### src/rtl/bch_syndrome_gen.sv
// bch_syndrome_gen
// Streaming syndrome generator for the BCH decoder front end. Received hard
// bits arrive P per beat, MSB (earliest position) first. Each syndrome
// S_j (j = 1..NSYN) is accumulated in GF(2^m) by parallel Horner evaluation:
//     S_j <- S_j * alpha^(jP) xor sum_k in_bits[k] * alpha^(jk)
// The code is runtime-selectable: n=63 (m=6,t=2), n=255 (m=8,t=2), n=1023 (m=10,t=4).
//
// Ports:
//   clk, rst            clock, asynchronous active-high reset
//   code[1:0]           1: n=63, 2: n=255, 3 or 0: n=1023 (latched on first beat)
//   in_valid/in_ready   input beat handshake
//   in_bits[P-1:0]      received bits, in_bits[P-1] is the earliest position
//   in_last             final beat of the frame
//   out_valid/out_ready syndrome handshake towards the Berlekamp stage
//   syn                 packed syndromes, S1 in the lowest M_MAX-bit field
//   syn_zero            all syndromes zero (qualified by out_valid)
//   frame_err           in_last did not coincide with the nominal last beat
module bch_syndrome_gen #(
    parameter int P     = 8,
    parameter int M_MAX = 10,
    parameter int NSYN  = 8
) (
    input  logic                    clk,
    input  logic                    rst,
    input  logic [1:0]              code,
    input  logic                    in_valid,
    output logic                    in_ready,
    input  logic [P-1:0]            in_bits,
    input  logic                    in_last,
    output logic                    out_valid,
    input  logic                    out_ready,
    output logic [NSYN*M_MAX-1:0]   syn,
    output logic                    syn_zero,
    output logic                    frame_err
);

    localparam int CW = 11;
    localparam logic [CW-1:0] LAST6  = CW'(64 / P - 1);
    localparam logic [CW-1:0] LAST8  = CW'(256 / P - 1);
    localparam logic [CW-1:0] LAST10 = CW'(1024 / P - 1);

    typedef enum logic [1:0] {IDLE, ACC, DONE} state_t;

    // Multiply by alpha = x in the field chosen by sel (1: m=6, 2: m=8, else m=10).
    // The operand is assumed to already lie inside the selected field.
    function automatic logic [M_MAX-1:0] mul_x(input logic [M_MAX-1:0] a, input logic [1:0] sel);
        logic [M_MAX:0] t;
        t = {a, 1'b0};
        case (sel)
            2'd1:    if (t[6])  t = t ^ 11'h043;
            2'd2:    if (t[8])  t = t ^ 11'h11D;
            default: if (t[10]) t = t ^ 11'h409;
        endcase
        return t[M_MAX-1:0];
    endfunction

    // alpha^e in the selected field; only evaluated on constants at elaboration.
    function automatic logic [M_MAX-1:0] alpha_pow(input int e, input logic [1:0] sel);
        logic [M_MAX-1:0] r;
        int order;
        int ee;
        order = (sel == 2'd1) ? 63 : (sel == 2'd2) ? 255 : 1023;
        ee    = e % order;
        r     = M_MAX'(1);
        for (int i = 0; i < ee; i++) r = mul_x(r, sel);
        return r;
    endfunction

    // Shift-and-add GF multiply, MSB first.
    function automatic logic [M_MAX-1:0] gf_mul(input logic [M_MAX-1:0] a, input logic [M_MAX-1:0] b,
                                                input logic [1:0] sel);
        logic [M_MAX-1:0] r;
        r = '0;
        for (int i = M_MAX - 1; i >= 0; i--) begin
            r = mul_x(r, sel);
            if (b[i]) r = r ^ a;
        end
        return r;
    endfunction

    state_t                         state_q, state_d;
    logic [1:0]                     code_q, code_d;
    logic [CW-1:0]                  beat_cnt_q, beat_cnt_d;
    logic [NSYN-1:0][M_MAX-1:0]     syn_q, syn_d;
    logic                           frame_err_q, frame_err_d;
    logic                           ready_en_q, ready_en_d;

    logic                           accept;
    logic [1:0]                     sel_cur;
    logic [CW-1:0]                  beat_idx;
    logic [CW-1:0]                  last_idx;
    logic                           on_last_pos;
    logic                           frame_end;
    logic [P-1:0]                   bits_eff;
    logic [NSYN-1:0][M_MAX-1:0]     syn_next;

    assign accept = in_valid && in_ready;

    // While idle the live code input decides the field for the first beat;
    // afterwards the latched code is used so mid-frame changes are ignored.
    // The first beat carries the pad position, which never contributes.
    always_comb begin
        sel_cur  = (state_q == IDLE) ? ((code == 2'd0) ? 2'd3 : code) : code_q;
        beat_idx = (state_q == IDLE) ? '0 : beat_cnt_q;
        case (sel_cur)
            2'd1:    last_idx = LAST6;
            2'd2:    last_idx = LAST8;
            default: last_idx = LAST10;
        endcase
        on_last_pos = (beat_idx == last_idx);
        frame_end   = in_last || on_last_pos;
        bits_eff    = in_bits;
        if (state_q == IDLE) bits_eff[P-1] = 1'b0;
    end

    genvar gj, gk;
    generate
        for (gj = 0; gj < NSYN; gj++) begin : g_syn
            localparam logic [M_MAX-1:0] H6  = alpha_pow((gj + 1) * P, 2'd1);
            localparam logic [M_MAX-1:0] H8  = alpha_pow((gj + 1) * P, 2'd2);
            localparam logic [M_MAX-1:0] H10 = alpha_pow((gj + 1) * P, 2'd3);

            logic [M_MAX-1:0] term [P];
            logic [M_MAX-1:0] sum;
            logic [M_MAX-1:0] hmul;
            logic [M_MAX-1:0] prev;
            logic [M_MAX-1:0] nxt;

            for (gk = 0; gk < P; gk++) begin : g_term
                localparam logic [M_MAX-1:0] C6  = alpha_pow((gj + 1) * gk, 2'd1);
                localparam logic [M_MAX-1:0] C8  = alpha_pow((gj + 1) * gk, 2'd2);
                localparam logic [M_MAX-1:0] C10 = alpha_pow((gj + 1) * gk, 2'd3);
                assign term[gk] = !bits_eff[gk] ? '0 :
                                  (sel_cur == 2'd1) ? C6 :
                                  (sel_cur == 2'd2) ? C8 : C10;
            end

            // Horner step; t=2 codes pin the upper syndromes to zero.
            always_comb begin
                sum = '0;
                for (int k = 0; k < P; k++) sum = sum ^ term[k];
                case (sel_cur)
                    2'd1:    hmul = H6;
                    2'd2:    hmul = H8;
                    default: hmul = H10;
                endcase
                prev = (state_q == IDLE) ? '0 : syn_q[gj];
                nxt  = gf_mul(prev, hmul, sel_cur) ^ sum;
                if (gj >= 4 && sel_cur != 2'd3) nxt = '0;
            end

            assign syn_next[gj] = nxt;
        end
    endgenerate

    // Frame sequencing; syndromes only move on accepted beats.
    always_comb begin
        state_d     = state_q;
        code_d      = code_q;
        beat_cnt_d  = beat_cnt_q;
        syn_d       = syn_q;
        frame_err_d = frame_err_q;
        ready_en_d  = 1'b1;
        case (state_q)
            IDLE: begin
                if (accept) begin
                    code_d      = sel_cur;
                    beat_cnt_d  = CW'(1);
                    syn_d       = syn_next;
                    frame_err_d = in_last != on_last_pos;
                    state_d     = frame_end ? DONE : ACC;
                end
            end
            ACC: begin
                if (accept) begin
                    beat_cnt_d  = beat_cnt_q + 1'b1;
                    syn_d       = syn_next;
                    frame_err_d = in_last != on_last_pos;
                    if (frame_end) state_d = DONE;
                end
            end
            DONE: begin
                if (out_ready) state_d = IDLE;
            end
            default: state_d = IDLE;
        endcase
    end

    // State and datapath registers.
    always_ff @(posedge clk or posedge rst) begin
        if (rst) begin
            state_q     <= IDLE;
            code_q      <= 2'd3;
            beat_cnt_q  <= '0;
            syn_q       <= '0;
            frame_err_q <= 1'b0;
            ready_en_q  <= 1'b0;
        end else begin
            state_q     <= state_d;
            code_q      <= code_d;
            beat_cnt_q  <= beat_cnt_d;
            syn_q       <= syn_d;
            frame_err_q <= frame_err_d;
            ready_en_q  <= ready_en_d;
        end
    end

    assign in_ready  = ready_en_q && (state_q != DONE);
    assign out_valid = (state_q == DONE);
    assign syn       = syn_q;
    assign syn_zero  = out_valid && (syn_q == '0);
    assign frame_err = out_valid && frame_err_q;

endmodule
### config.mk
export PLATFORM = sky130hd
export DESIGN_NAME = bch_syndrome_gen
export DESIGN_NICKNAME = d
export VERILOG_FILES = /design/src/rtl/bch_syndrome_gen.sv
export SDC_FILE = /design/constraint.sdc
export NUM_CORES = 1
export LEC_CHECK = 0
export ABC_AREA = 1
export CORE_MARGIN = 10
export CORE_UTILIZATION = 45
export DETAILED_ROUTE_END_ITERATION = 10
export PLACE_DENSITY = 0.63
export SKIP_CTS_REPAIR_TIMING = 1
export SLEW_MARGIN = 10
export SYNTH_ARGS = -nofsm -noshare
export SYNTH_HDL_FRONTEND = slang
export SYNTH_SLANG_ARGS = --single-unit
export TNS_END_PERCENT = 10
### constraint.sdc
create_clock -name clk -period 11.2 [get_ports clk]
set_input_delay 2.24 -clock clk [delete_from_list [all_inputs] [get_ports clk]]
set_output_delay 2.24 -clock clk [all_outputs]
set_load 0.05 [all_outputs]
==> results.env, run 1 <==
TIGHTEST_SLEW_NS=1.18
FINALHOLDVIOLATIONS=0
FINALCLOCKSKEW_NS=0.0200
RSZ_0062_RAISED_AFTER_GLOBAL_ROUTING='false'
NETLIST_TOP_CELLS_AREA='sky130_fd_sc_hd__nand2_1 21%, sky130_fd_sc_hd__xor2_1 15%, sky130_fd_sc_hd__dfrtp_1 12%, sky130_fd_sc_hd__nand3_1 7.3%, sky130_fd_sc_hd__xnor2_1 6.5%'
SYN_AREA_PER_CELL_UM2=5.66
WORST_SLEW_MARGIN_REL_PCT=20.3
SYN_AREA_UM2=19200
POSTSYNTHCELLCOUNT=3394
ANTENNA-DIODE-COUNT=0
CTS_BUFFERS=9
ANTENNA_FOUND_INITIAL=2
WORST_R2R_STARTPOINT='state_q[1]$_DFFE_PP0P_'
DIE_H_UM=227
REPORT.FINAL.SLEW_VIOL_COUNT=0
CLOCK_LATENCY_AT_THE_LATER_PIN_OF_THE_WORST_SKEW_PAIR_NS=0.43
TIMING.CRITICAL_PATH.ARRIVAL_NS=7.85
YOSYSTOPAREACELLSHARE_PCT=21.0
DESIGN.DIE.AREA_UM2=51300
TIMING.HOLD.WORST_PATH_DEPTH=2
FIRST_GLOBAL_VIAS=20900
REG2REG_SETUP_SLACK_NS=4.75
MOSTFREQUENTLAYOUTCELL='sky130_fd_sc_hd__nand2_1'
SYNTH-EDFF-COUNT=0
FMAX_GHz=0.133
DRC=0
AGGREGATE_GLOBAL_ROUTING_OVERFLOW=0
YOSYSSEQAREASHARE_PCT=12.7
VIA_PER_INST=5.81
CORE_AREA_UM2=42000
MAXIMUM_FANOUT_ENCOUNTERED_ON_THE_CRITICAL_TIMING_PATH=30
GRT_FIRST_PASS_WIRELENGTH_UM=127000
SYNTH_WARNINGS=0
FINAL_CRITICAL_PERIOD_NS=7.51
CLKSINKCOUNT=97
LAYOUT_COMMON_CELLS='1,074 x sky130_fd_sc_hd__nand2_1, 329 x sky130_fd_sc_hd__inv_1, 323 x sky130_fd_sc_hd__xor2_1'
RESULT_OF_THE_RUN='complete, no violations'
WORSTHOLDPATHTYPE='reg2reg'
SYNTHESIS_STAGE_REGISTER_BIT_COUNT=97
FLOW.AREA_GROWTH_FROM_SYNTHESIS_PCT=8.02
DRT-INITIAL-DRC-COUNT=3018
SETUP.WORST_PATH.END_CLASS='register'
LARGEST_NET_DEGREE_AT_THE_START_OF_GLOBAL_ROUTING=145
MAX-CAP-VIOLATIONS=0
SHARE_OF_THE_CYCLE_NEEDED_BY_THE_CRITICAL_PATH_AFTER_ROUTING_PCT=67.1
DETAIL-ROUTE-ANTENNA-NETS=0
ROUTED_WL_UM=84100
CP_DATA_REQUIRED_TIME_NS=11.54
DRT_FIRST_PASS_ITERS=6
INITIAL_UTILIZATION_PCT=45.7
VIAS=22800
FIN_NETS=3408
TIMING.FINAL.SETUP_VIOLATIONS=0
HOLDPATHEND='code_q[0]$_DFFE_PP1P_'
SYNTH-MAIN-FF-CELL='sky130_fd_sc_hd__dfrtp_1'
HOLD_STARTPOINT='code_q[0]$_DFFE_PP1P_'
PIN_COUNT=99
SYNTH_TOP_CELL_BY_AREA='sky130_fd_sc_hd__nand2_1'
FINAL_LAYOUT_SIZE_SUFFIX_GT1_SHARE_PCT=3.86
POST-DP-HPWL_UM=61100
ROWS=75
CLOCKROOTBUFFER='sky130_fd_sc_hd__clkbuf_16'
CLK_TRANSITION_REPORTED_PATHS_NS=0.08
TOTALNEGATIVESETUPSLACK_NS=0
GP_CONGESTION=1.02
POSTSYNTH.ASYNCRESETSHARE_PCT=100
CLOCK_TREE_FROM_TRITONCTS='built'
YOSYSUNIQUECELLTYPES=60
PLACEMENT.IO_BUFFERS=98
STARTPOINT_TYPE='input pin'
DIE_W_UM=227
MAPPEDNETLISTNETS=3416
CTS_MAX_LEVEL=3
DETAIL_ROUTE.WL_PER_CELL_UM=21.4
FF2FF_PATH_DEPTH=28
CRIT_TYPE='in2reg'
FILLERINSTANCES=4521
GROUTE.USAGE.OVERALL_PCT=32.1
CRITICAL_PATH.REG2REG.ENDPOINT='syn[74]$_DFFE_PP0P_'
CLOCK_PATH_BUFFERS=2
[final cells by class]
type                            instances  area, um^2  area share, %
Sequential cell                        97        2430           11.7
Tap cell                              539         674           3.25
Timing Repair Buffer                  128        1240           6.00
Multi-Input combinational cell       2806       14800           71.3
Clock inverter                          5        61.3          0.296
Clock buffer                           11         243           1.17
Inverter                              344        1300           6.25
[state kept, by name, indices dropped and copies added, names as in the netlist]
name / count
frame_err_q: 1
code_q: 2
beat_cnt_q: 11
state_q: 2
syn: 80
ready_en_q: 1
[synthesized netlist by cell type, types with 6 or more instances]
| cell | count |
|---|---|
| sky130_fd_sc_hd__buf_6 | 7 |
| sky130_fd_sc_hd__nand3b_1 | 25 |
| sky130_fd_sc_hd__nor2_2 | 20 |
| sky130_fd_sc_hd__o21ai_0 | 210 |
| sky130_fd_sc_hd__nor4_1 | 14 |
| sky130_fd_sc_hd__xor2_1 | 323 |
| sky130_fd_sc_hd__a21oi_1 | 114 |
| sky130_fd_sc_hd__a31oi_1 | 7 |
| sky130_fd_sc_hd__or2_2 | 7 |
| sky130_fd_sc_hd__or2_1 | 19 |
| sky130_fd_sc_hd__clkbuf_1 | 49 |
| sky130_fd_sc_hd__nand4_1 | 30 |
| sky130_fd_sc_hd__o31ai_1 | 6 |
| sky130_fd_sc_hd__nor2_1 | 276 |
| sky130_fd_sc_hd__inv_2 | 9 |
| sky130_fd_sc_hd__inv_1 | 331 |
| sky130_fd_sc_hd__nor3_1 | 18 |
| sky130_fd_sc_hd__o211ai_1 | 35 |
| sky130_fd_sc_hd__buf_1 | 25 |
| sky130_fd_sc_hd__o22ai_1 | 31 |
| sky130_fd_sc_hd__buf_2 | 57 |
| sky130_fd_sc_hd__nor2_4 | 10 |
| sky130_fd_sc_hd__dfrtp_1 | 95 |
| sky130_fd_sc_hd__nand2_2 | 14 |
| sky130_fd_sc_hd__buf_4 | 8 |
| sky130_fd_sc_hd__nand3_1 | 280 |
| sky130_fd_sc_hd__o21ai_1 | 98 |
| sky130_fd_sc_hd__xnor2_1 | 142 |
| sky130_fd_sc_hd__nand2_1 | 1075 |
| sky130_fd_sc_hd__ha_1 | 7 |
[through the flow]
stage / util, % / setup WS, ns / std cells / cell area, um^2 / hold WS [ns]
finish: 49.3 / 3.69 / 3930 / 20700 / 0.499
CTS: 49.3 / 3.91 / 3930 / 20700 / 0.499
global route: 49.3 / 3.31 / 3930 / 20700 / 0.515
detailed placement: 48.6 / 3.49 / 3914 / 20400 / 0.487
global placement: 48.6 / 3.53 / 3914 / 20400 / 0.480
floorplan: - / 5.14 / 3394 / 19200 / 0.457
[worst max-delay path, cell delays in order]
cell and delay [ns]:
sky130_fd_sc_hd__clkdlybuf4s50_1 0.48, sky130_fd_sc_hd__nor3_1 0.05, sky130_fd_sc_hd__nor2_1 0.34, sky130_fd_sc_hd__inv_1 0.14
sky130_fd_sc_hd__ha_2 0.33, sky130_fd_sc_hd__buf_4 0.34, sky130_fd_sc_hd__nor2_4 0.15, sky130_fd_sc_hd__buf_4 0.37
sky130_fd_sc_hd__inv_1 0.37, sky130_fd_sc_hd__nor2_1 0.29, sky130_fd_sc_hd__inv_1 0.12, sky130_fd_sc_hd__a21oi_1 0.15
sky130_fd_sc_hd__o21ai_0 0.12, sky130_fd_sc_hd__xor2_1 0.39, sky130_fd_sc_hd__or2_2 0.21, sky130_fd_sc_hd__nand2_1 0.07
sky130_fd_sc_hd__o21ai_1 0.17, sky130_fd_sc_hd__xnor2_1 0.15, sky130_fd_sc_hd__o21ai_0 0.53, sky130_fd_sc_hd__nand2_1 0.12
sky130_fd_sc_hd__nand2_1 0.08, sky130_fd_sc_hd__nand3_1 0.13, sky130_fd_sc_hd__nand2_1 0.12, sky130_fd_sc_hd__nand2_1 0.07
sky130_fd_sc_hd__nand3_1 0.07, sky130_fd_sc_hd__nand2_1 0.06, sky130_fd_sc_hd__o21ai_1 0.15
[kinds of logic after synthesis]
| family | synth area share (%) |
|---|---|
| XOR/XNOR | 21.6 |
| flip-flops | 12.7 |
| buffers and inverters | 10.5 |
| adder cells (fa/ha/maj) | 0.456 |
| AO/OA/AOI/OAI | 15.1 |
| AND/OR/NAND/NOR | 39.5 |
| other | 0.0195 |
| multiplexers | 0.111 |
[routing by layer]
metal / GRT usage, % / part of all wire (%)
met1: 42.2 / 43
met2: 51.1 / 44
met3: 5.53 / 9.3
met4: 12.9 / 3.7
met5: 0 / 0.0095
[worst max path at each step]
stage	startpoint	to	slack [ns]
floorplan	code[0]	state_q[1]$_DFFE_PP0P_	5.14
detailed placement	code[1]	syn[74]$_DFFE_PP0P_	3.49
global placement	code[0]	syn[74]$_DFFE_PP0P_	3.53
CTS	code[1]	syn[74]$_DFFE_PP0P_	3.91
global route	code[1]	syn[74]$_DFFE_PP0P_	3.31
finish	code[1]	syn[74]$_DFFE_PP0P_	3.69
Power of run 1 is not shown: default switching activity piles up to over one toggle a cycle in this logic, so the estimate is an artifact.
==> inputs of run 2 (changes only) <==
--- a/config.mk
+++ b/config.mk
@@ -9,7 +9,7 @@
 export CORE_MARGIN = 10
 export CORE_UTILIZATION = 45
 export DETAILED_ROUTE_END_ITERATION = 10
-export PLACE_DENSITY = 0.63
+export PLACE_DENSITY = 0.65
 export SKIP_CTS_REPAIR_TIMING = 1
 export SLEW_MARGIN = 10
 export SYNTH_ARGS = -nofsm -noshare
==> constraint.sdc (replaced) <==
create_clock -name clk -period 6.5 [get_ports clk]
set_input_delay 1.3 -clock clk [delete_from_list [all_inputs] [get_ports clk]]
set_output_delay 1.3 -clock clk [all_outputs]
set_load 0.05 [all_outputs]
==> run 2 against run 1 <==
Worst setup slack worse by 3.1 ns. Via count down 0.34%. Non-clock buffer count up 38. Critical path depth up 1. Clock-buffer cell count down 2. Register-to-register slack worse by 3.5 ns. Critical endpoint unchanged. Sequential cell count unchanged. Hold slack worse by 0.0028 ns. Critical path type unchanged.
==> results.env, run 2 (synthesis results as in run 1) <==
RESULT_OF_THE_RUN='complete, no violations'
INITIAL_UTILIZATION_PCT=45.7  # unchanged
DESIGN.DIE.AREA_UM2=51300  # unchanged
TIGHTEST_SLEW_NS=1.16  # -0.0239 ns
DRT-INITIAL-DRC-COUNT=2738  # -9.3%
SETUP.WORST_PATH.END_CLASS='register'
CTS_MAX_LEVEL=3  # unchanged
FINALCLOCKSKEW_NS=0.0153  # -0.00469 ns
REPORT.FINAL.SLEW_VIOL_COUNT=0  # unchanged
FINALHOLDVIOLATIONS=0  # unchanged
TIMING.CRITICAL_PATH.SLOWEST_CELL_DELAY_NS=0.48  # -0.05 ns
ROUTED_WL_UM=85000  # +1.0%
HOLDPATHEND='code_q[0]$_DFFE_PP1P_'
MOSTFREQUENTLAYOUTCELL='sky130_fd_sc_hd__nand2_1'
WORST_R2R_STARTPOINT='state_q[1]$_DFFE_PP0P_'
CLOCK_PATH_BUFFERS=2  # unchanged
GRT_FIRST_PASS_WIRELENGTH_UM=129000  # +1.7%
ANTENNA_FOUND_INITIAL=2  # unchanged
SLOWEST_CELL_ON_THE_CRITICAL_PATH='sky130_fd_sc_hd__clkdlybuf4s50_1'
ROWS=75  # unchanged
CORE_AREA_UM2=42000  # unchanged
DRC=0  # unchanged
CLK_TRANSITION_REPORTED_PATHS_NS=0.08  # about the same
TIMING.CRITICAL_PATH.ARRIVAL_NS=6.19  # -1.66 ns
POST-DP-HPWL_UM=64100  # +4.9%
CP_DATA_REQUIRED_TIME_NS=6.82  # -4.72 ns
POST_LAYOUT_NONFILLER_INSTANCES=3968  # +0.97%
TOTALNEGATIVESETUPSLACK_NS=0  # unchanged
DRT_FIRST_PASS_ITERS=7  # +1
DIE_W_UM=227  # unchanged
FINAL_CRITICAL_PATH_SETUP_SLACK_NS=0.638  # -3.05 ns
STARTPOINT_TYPE='input pin'
MAXIMUM_FANOUT_ENCOUNTERED_ON_THE_CRITICAL_TIMING_PATH=7  # -77%
PIN_COUNT=99  # unchanged
FINAL_CRITICAL_PERIOD_NS=5.86
ANTENNA-DIODE-COUNT=0  # unchanged
TIMING.HOLD.WS_NS=0.496  # -0.00279 ns
CLKSINKCOUNT=97  # unchanged
WORST_PATH_MOST_REPEATED_CELL='sky130_fd_sc_hd__nand2_1'
WORSTHOLDPATHTYPE='reg2reg'
TIMING.FINAL.SETUP_VIOLATIONS=0  # unchanged
FMAX_GHz=0.171
DETAIL_ROUTE.WL_PER_CELL_UM=21.4  # about the same
VIA_PER_INST=5.73  # -1.3%
TIMING.HOLD.WORST_PATH_DEPTH=2  # unchanged
FIN_NETS=3446  # +1.1%
DIE_H_UM=227  # unchanged
REG2REG_SETUP_SLACK_NS=1.30  # -3.45 ns
FINAL_LAYOUT_SIZE_SUFFIX_GT1_SHARE_PCT=4.96  # +1.1 points
WORST_SLEW_MARGIN_REL_PCT=22.0  # +1.6 points
FF2FF_PATH_DEPTH=27  # -3.6%
LAYOUT_COMMON_CELLS='1,074 x sky130_fd_sc_hd__nand2_1, 329 x sky130_fd_sc_hd__inv_1, 323 x sky130_fd_sc_hd__xor2_1'
LARGEST_REG_FLOPS=80  # unchanged
CRITICAL_PATH.REG2REG.ENDPOINT='syn[74]$_DFFE_PP0P_'
CLOCK_TREE_FROM_TRITONCTS='built'
DP.CELLS=3952  # +0.97%
CRIT_TYPE='in2reg'
RSZ_0062_RAISED_AFTER_GLOBAL_ROUTING='false'
GP_CONGESTION=1.04  # +2.0%
VIAS=22800  # -0.34%
MAX-CAP-VIOLATIONS=0  # unchanged
CLOCK_LATENCY_AT_THE_LATER_PIN_OF_THE_WORST_SKEW_PAIR_NS=0.41  # -0.02 ns
DETAIL-ROUTE-ANTENNA-NETS=0  # unchanged
WORST_SETUP_SLACK_AFTER_PLACEMENT_NS=0.420  # -3.07 ns
CTS_BUFFERS=9  # unchanged
GROUTE.USAGE.OVERALL_PCT=32.7  # +0.60 points
FIRST_GLOBAL_VIAS=21100  # +0.89%
FLOW.AREA_GROWTH_FROM_SYNTHESIS_PCT=9.69
SHARE_OF_THE_CYCLE_NEEDED_BY_THE_CRITICAL_PATH_AFTER_ROUTING_PCT=90.2
AGGREGATE_GLOBAL_ROUTING_OVERFLOW=0  # unchanged
LARGEST_NET_DEGREE_AT_THE_START_OF_GLOBAL_ROUTING=102  # -30%
PLACEMENT.IO_BUFFERS=98  # unchanged
HOLD_STARTPOINT='code_q[0]$_DFFE_PP1P_'
CLOCKROOTBUFFER='sky130_fd_sc_hd__clkbuf_16'
## run 2: changes by cell type in the layout (fill, tap and decap cells not counted), sizes merged
cell      delta
clkbuf       -2
bufinv       -1
clkinvlp     +2
buf         +38
inv          +1
## run 2: through the flow
step | area, um^2 | utilization, %
6_report | 21100 | 50.1
5_1_grt | 21100 | 50.1
4_1_cts | 21100 | 50.1
3_5_place_dp | 20800 | 49.4
3_3_place_gp | 20800 | 49.4
2_1_floorplan | 19200 | -
## run 2: how the worst max path moves through the flow
stage	slack (ns)	to	from
2_1_floorplan	1.13	state_q[1]$_DFFE_PP0P_	state_q[1]$_DFFE_PP0P_
3_3_place_gp	0.48	syn[72]$_DFFE_PP0P_	code[1]
3_5_place_dp	0.42	syn[74]$_DFFE_PP0P_	code[1]
4_1_cts	0.76	syn[74]$_DFFE_PP0P_	code[1]
5_1_grt	0.20	syn[72]$_DFFE_PP0P_	code[0]
6_report	0.64	syn[74]$_DFFE_PP0P_	code[1]
## run 2: area by class of cell
type,count,area [um^2]
multi-input combinational,2806,14800
inverter,344,1300
fill,4543,21000
timing repair buffer,166,1580
sequential,97,2430
tap,539,674
clock inverter,7,63.8
clock buffer,9,225
## run 2: layer usage
metal,GRT usage (%),vias to the layer above,wire (um)
met5,0,-,11
met4,14.7,2,3710
met3,5.57,213,7570
met2,51.5,1109,37700
met1,43.0,10500,36000
li1,-,10900,-
## run 2: worst max-delay path: cells and delay by family
family | cells | cell delay (ns)
fa+ha+maj | 1 | 0.32
xor+xnor | 2 | 0.58
compound gates | 5 | 0.86
simple gates | 16 | 1.92
buf+inv | 4 | 1.21
Power of run 2 is left out for the same reason.
